### config.mk
export PLATFORM = sky130hd
export DESIGN_NAME = ray_lane_scheduler
export DESIGN_NICKNAME = d
export VERILOG_FILES = /design/src/rtl/ray_lane_scheduler.sv
export SDC_FILE = /design/constraint.sdc
export NUM_CORES = 1
export LEC_CHECK = 0
export BUFFER_PORTS_ARGS = -buffer_cell sky130_fd_sc_hd__buf_2
export CAP_MARGIN = 20
export CORE_ASPECT_RATIO = 1.4
export CORE_MARGIN = 2
export CORE_UTILIZATION = 50
export CTS_CLUSTER_SIZE = 16
export DETAILED_ROUTE_END_ITERATION = 16
export GPL_TIMING_DRIVEN = 0
export PLACE_DENSITY = 0.73
export SLEW_MARGIN = 20
export SYNTH_ARGS = -nofsm -noshare
export SYNTH_HDL_FRONTEND = slang
export SYNTH_SLANG_ARGS = --single-unit
export TNS_END_PERCENT = 50
### constraint.sdc
create_clock -name clk -period 4 [get_ports clk]
set_clock_uncertainty 0.1 [all_clocks]
set_input_delay 0.8 -clock clk [delete_from_list [all_inputs] [get_ports clk]]
set_output_delay 0.8 -clock clk [all_outputs]
set_load 0.02 [all_outputs]
### src/rtl/ray_lane_scheduler.sv
// Multi-lane ray scheduler: interleaves pixel indices of one frame across
// NUM_LANES lanes, then gathers lane colours back in raster order into a
// single framed pixel stream with downstream back-pressure.
//
// state | meaning
// ------+-----------------------------------------------------------
// IDLE  | waiting for frame_start with nonzero width and height
// RUN   | dispatching pixel indices to lanes while collecting results
// DRAIN | every index issued; collecting and emitting remaining pixels
module ray_lane_scheduler #(
   parameter int NUM_LANES = 4,
   parameter int DIM_W     = 13,
   parameter int IDX_W     = 32,
   parameter int COLOR_W   = 8
) (
   input  logic                             clk,
   input  logic                             reset_n,
   input  logic [DIM_W-1:0]                 image_width,
   input  logic [DIM_W-1:0]                 image_height,
   input  logic                             frame_start,
   output logic                             busy,
   output logic                             frame_done,
   output logic [NUM_LANES-1:0]             lane_req_valid,
   output logic [NUM_LANES*IDX_W-1:0]       lane_req_index,
   input  logic [NUM_LANES-1:0]             lane_req_ready,
   input  logic [NUM_LANES-1:0]             lane_rsp_valid,
   input  logic [NUM_LANES*3*COLOR_W-1:0]   lane_rsp_rgb,
   output logic [NUM_LANES-1:0]             lane_rsp_ready,
   input  logic                             ready_external,
   output logic                             valid_data_out,
   output logic [COLOR_W-1:0]               r,
   output logic [COLOR_W-1:0]               g,
   output logic [COLOR_W-1:0]               b,
   output logic                             sof,
   output logic                             last_x
);

   localparam int LANE_W = (NUM_LANES > 1) ? $clog2(NUM_LANES) : 1;
   localparam int TOT_W  = 2 * DIM_W;
   localparam int RGB_W  = 3 * COLOR_W;
   localparam logic [LANE_W-1:0] LAST_LANE = LANE_W'(NUM_LANES - 1);

   typedef enum logic [1:0] {S_IDLE, S_RUN, S_DRAIN} state_t;

   state_t             state, state_nxt;
   logic [DIM_W-1:0]   width_q;
   logic [IDX_W-1:0]   total_q;
   logic [IDX_W-1:0]   disp_idx, coll_idx;
   logic [LANE_W-1:0]  disp_lane, coll_lane;
   logic [DIM_W-1:0]   x_q;
   logic [1:0]         outst [NUM_LANES];

   logic               out_valid, out_sof, out_last_x, out_last;
   logic [RGB_W-1:0]   out_rgb;

   logic               frame_go, active, disp_ok, req_fire;
   logic               out_free, out_fire, coll_ok, coll_fire;
   logic [RGB_W-1:0]   rsp_sel;
   logic [NUM_LANES-1:0] req_hit, rsp_hit;

   assign frame_go  = (state == S_IDLE) && frame_start &&
                      (image_width != '0) && (image_height != '0);
   assign active    = (state != S_IDLE);
   // A lane already holding two uncollected pixels blocks the single pointer.
   assign disp_ok   = (state == S_RUN) && (disp_idx < total_q) && (outst[disp_lane] != 2'd2);
   assign req_fire  = disp_ok && lane_req_ready[disp_lane];
   assign out_fire  = out_valid && ready_external;
   assign out_free  = !out_valid || ready_external;
   assign coll_ok   = active && (coll_idx < total_q) && out_free;
   assign coll_fire = coll_ok && lane_rsp_valid[coll_lane];
   assign rsp_sel   = lane_rsp_rgb[int'(coll_lane)*RGB_W +: RGB_W];
   assign req_hit   = lane_req_valid & lane_req_ready;
   assign rsp_hit   = lane_rsp_ready & lane_rsp_valid;

   // Every slice carries the pointer; only the one-hot valid selects a lane.
   assign lane_req_index = {NUM_LANES{disp_idx}};
   assign busy           = active;
   assign frame_done     = out_fire && out_last;
   assign valid_data_out = out_valid;
   assign r              = out_rgb[3*COLOR_W-1 -: COLOR_W];
   assign g              = out_rgb[2*COLOR_W-1 -: COLOR_W];
   assign b              = out_rgb[COLOR_W-1:0];
   assign sof            = out_sof;
   assign last_x         = out_last_x;

   // State register.
   always_ff @(posedge clk or negedge reset_n) begin
      if (!reset_n) state <= S_IDLE;
      else          state <= state_nxt;
   end

   // Next state and one-hot lane handshake strobes.
   always_comb begin
      state_nxt      = state;
      lane_req_valid = '0;
      lane_rsp_ready = '0;
      lane_req_valid[disp_lane] = disp_ok;
      lane_rsp_ready[coll_lane] = coll_ok;
      unique case (state)
         S_IDLE:  if (frame_go) state_nxt = S_RUN;
         S_RUN: begin
            if (out_fire && out_last)   state_nxt = S_IDLE;
            else if (disp_idx == total_q) state_nxt = S_DRAIN;
         end
         S_DRAIN: if (out_fire && out_last) state_nxt = S_IDLE;
         default: state_nxt = S_IDLE;
      endcase
   end

   // Frame geometry, dispatch/collect pointers and line position.
   always_ff @(posedge clk or negedge reset_n) begin
      if (!reset_n) begin
         width_q   <= '0;
         total_q   <= '0;
         disp_idx  <= '0;
         coll_idx  <= '0;
         disp_lane <= '0;
         coll_lane <= '0;
         x_q       <= '0;
      end else if (frame_go) begin
         width_q   <= image_width;
         total_q   <= IDX_W'(TOT_W'(image_width) * TOT_W'(image_height));
         disp_idx  <= '0;
         coll_idx  <= '0;
         disp_lane <= '0;
         coll_lane <= '0;
         x_q       <= '0;
      end else begin
         if (req_fire) begin
            disp_idx  <= disp_idx + IDX_W'(1);
            disp_lane <= (disp_lane == LAST_LANE) ? '0 : disp_lane + LANE_W'(1);
         end
         if (coll_fire) begin
            coll_idx  <= coll_idx + IDX_W'(1);
            coll_lane <= (coll_lane == LAST_LANE) ? '0 : coll_lane + LANE_W'(1);
            x_q       <= (x_q == width_q - DIM_W'(1)) ? '0 : x_q + DIM_W'(1);
         end
      end
   end

   // Per-lane issued-but-uncollected count; same-cycle issue and collect cancel.
   always_ff @(posedge clk or negedge reset_n) begin
      if (!reset_n) begin
         for (int k = 0; k < NUM_LANES; k++) outst[k] <= 2'd0;
      end else begin
         for (int k = 0; k < NUM_LANES; k++) begin
            if (req_hit[k] && !rsp_hit[k])      outst[k] <= outst[k] + 2'd1;
            else if (!req_hit[k] && rsp_hit[k]) outst[k] <= outst[k] - 2'd1;
         end
      end
   end

   // Output register: loaded on collect, held until the downstream accepts it.
   always_ff @(posedge clk or negedge reset_n) begin
      if (!reset_n) begin
         out_valid  <= 1'b0;
         out_rgb    <= '0;
         out_sof    <= 1'b0;
         out_last_x <= 1'b0;
         out_last   <= 1'b0;
      end else if (coll_fire) begin
         out_valid  <= 1'b1;
         out_rgb    <= rsp_sel;
         out_sof    <= (coll_idx == '0);
         out_last_x <= (x_q == width_q - DIM_W'(1));
         out_last   <= (coll_idx == total_q - IDX_W'(1));
      end else if (out_fire) begin
         out_valid  <= 1'b0;
      end
   end

endmodule
==> metrics.csv <==
metric,value,unit
status,"finished, violations left",
failing checks,negative setup slack,
"Period Utilization, post-route",141,%
flop2flop setup slack,0.26,ns
initial antenna violation count,0,
Async SR Flop Fraction,100,%
Worst Tran Pin Value,1.06,ns
I/O pins,299,
Clock Sinks,158,
Longest Clk Path Bufs,2,
"Top FF cell, synth",dfrtp_1,
top-count cell post-synth,inv_1,
Pleak,10.8,nW
sequential area share after synthesis,23.2,%
Min-Delay Path Class,input pin to asynchronous set/reset pin,
ANT cells,0,
Non-Filler Instances,2761,
Final WS setup,-1.65,ns
worst r2r src,total_q[13],
die height,222,µm
critical path arrival,5.90,ns
min cycle time layout,5.65,ns
total CTS buffers,17,
die area,35500,µm²
critical path startpoint category,input pin,
initial core utilization,50.9,%
post-synth top area share,23.2,%
Post-synth EDFFs,0,
Commonest cells post-synth,"inv_1, nand2_1, dfrtp_1, ha_1, fa_1",
Slew HR,29.1,%
crit path kind,input pin to register,
multi-input logic area,11900,µm²
register area,3950,µm²
Yosys cell types,72,
final number of hold-violating endpoints,0,
Final #Nets,2702,
CP required,4.25,ns
GPL Wtd Cong,0.992,
DP Area,19300,µm²
GRT Residual Overflow,0,
Die W,160,µm
fill cell count,2722,
Finished Cell Area,21700,µm²
"Slew Viols, Final",0,
worst r2r dst,coll_idx[22],
Max IR drop VDD,0.000644,V
Area Growth Syn to Fin,27.7,%
post-DP HPWL,40900,µm
unrepaired setup endpoints after global routing,true,
final setup vio count,22,
layout cell share with drive strength beyond 1,32.8,%
vias in the first global route,15500,
I/O Buffers,298,
Core ar.,33400,µm²
most used cell along the critical path,fa_1,
row count,79,
"area leader, netlist",dfrtp_1,
Synth Cell Area,17000,µm²
post-route ant nets,0,
drt drc,0,
cell count of the worst reg-to-reg path,12,
Mapped Avg Cell Area,8.97,µm²
drt first pass iters,5,
post-DR wirelength/cell,19.6,µm
largest net degree at the start of global routing,82,
f_max,0.177,GHz
crit path cell chain,buf_8 > clkbuf_16 > and2_4 > fa_1 > inv_1 > fa_1 > inv_1 > fa_1 > fa_1 > inv_1 > fa_1 > inv_2 > ha_4 > a211oi_4 > nor2_4 > o31ai_4 > o2111a_2 > nor4_4 > o31a_1 > o21a_1 > o31ai_2,
first-pass GRT wire length,82600,µm
dpl cells,2640,
Worst Setup End Kind,register,
cells after synthesis,1896,
warnings from Yosys,0,
Max Cap Viol,0,
pre-CTS setup slack,-2.29,ns
"flops & latches, synth",158,
Clock transition at path regs,0.06,ns
First DRT Iteration DRCs,917,
top post-synthesis cells by area,"dfrtp_1, fa_1, ha_1",
Routed WL,54200,µm
GRT Total Usage,29.2,%
worst-path maximum fanout,6,
Power Density,700,nW/µm²
H-tree depth,4,
CP max-delay cell,fa_1,
syn_nets,2292,
Clock Latency Late Sink,0.45,ns
Max stage delay on crit path,0.54,ns
Via-to-Cell Ratio,5.62,
# hold bufs at CTS,0,
routed via count,15500,
CTS tree,done,
clock root cell,clkbuf_16,
[flip-flops by register name, indices dropped and copies added (netlist names)]
signal          count
state               2
out_rgb            24
x_q                13
valid_data_out      1
total_q            26
sof                 1
disp_lane           2
last_x              1
coll_idx           32
out_last            1
outst               8
width_q            13
disp_idx           32
coll_lane           2
[cells by family after synthesis]
group                      after synthesis  share of synthesized area, %
buffers and inverters                  415                          11.4
xor gates and xnor gates                77                          3.96
muxes                                   79                          6.76
AOI/OAI and AO/OA                      249                          9.62
adders and majority gates              262                          24.6
and+or+nand+nor                        656                          20.4
DFF                                    158                          23.2
[critical path, delay by kind of cell]
kind | cells | cell delay, ns
AOI/OAI and AO/OA | 6 | 1.64
and+or+nand+nor | 3 | 0.27
buffers and inverters | 6 | 0.44
adders and majority gates | 6 | 2.73
[metrics by stage]
step	power [mW]	TNS [ns]	utilization, %	hold slack, ns
2_1_floorplan	8.74	-23.83	-	0.341
3_3_place_gp	10.5	-112.77	57.7	0.357
3_5_place_dp	10.7	-35.93	57.8	0.358
4_1_cts	13.6	-19.17	62.7	0.252
5_1_grt	16.3	-23.91	65.0	0.255
6_report	15.2	-21.57	65.0	0.209
[power breakdown]
part	switching, mW	leakage [nW]	internal, mW
registers	0.521	2.04	2.06
logic	5.87	8.49	5.07
clock network	0.691	0.281	0.988
[layout by cell type (no fill, tap or decap), types with 29 or more instances in the layout]
cell	instances
dfrtp_1	158
o21ai_0	34
clkbuf_1	52
nor2_1	46
ha_1	121
a21oi_1	54
fa_1	106
nor3_1	43
inv_1	201
and2_1	83
inv_2	29
buf_4	172
xnor2_1	47
buf_2	278
nand2b_1	29
nand3_1	34
nand2_1	208
nand4_1	33
or4_1	29
[per-layer routing]
metal	wire (µm)	track usage, %	vias to the layer above
met5	0	0	-
met4	2550	13.5	0
met3	2420	3.40	142
met2	27700	51.9	559
met1	21500	35.3	7651
li1	-	-	7157
[area by class of cell]
| cell class | instances | area share, % |
|---|---|---|
| plain buffers | 185 | 6.61 |
| clock buffers | 19 | 2.04 |
| clock inverters | 10 | 0.651 |
| inverters | 230 | 3.97 |
| multi-input cells | 1323 | 54.6 |
| flip-flops and latches | 158 | 18.2 |
| well taps | 445 | 2.56 |
| repair buffers | 391 | 11.4 |
[repair_timing]
action / CTS / global route
resized for setup: 147 / 146
cloned: 2 / 1
hold endpoints to repair: 0 / 0
setup buffers: 52 / 38
endpoints found under the setup margin: 21 / 57
pin swaps: 72 / 105
[worst max-delay path by stage]
| stage | start | end | depth (start not counted) |
|---|---|---|---|
| after global placement | image_width[2] | total_q[24] | 21 |
| final | image_width[8] | total_q[23] | 21 |
| after detailed placement | image_width[7] | total_q[23] | 20 |
| after CTS | image_height[2] | total_q[23] | 21 |
| after global routing | image_height[5] | total_q[25] | 20 |
| after floorplan | image_height[3] | total_q[23] | 20 |
(Power assumes the default switching activity.)
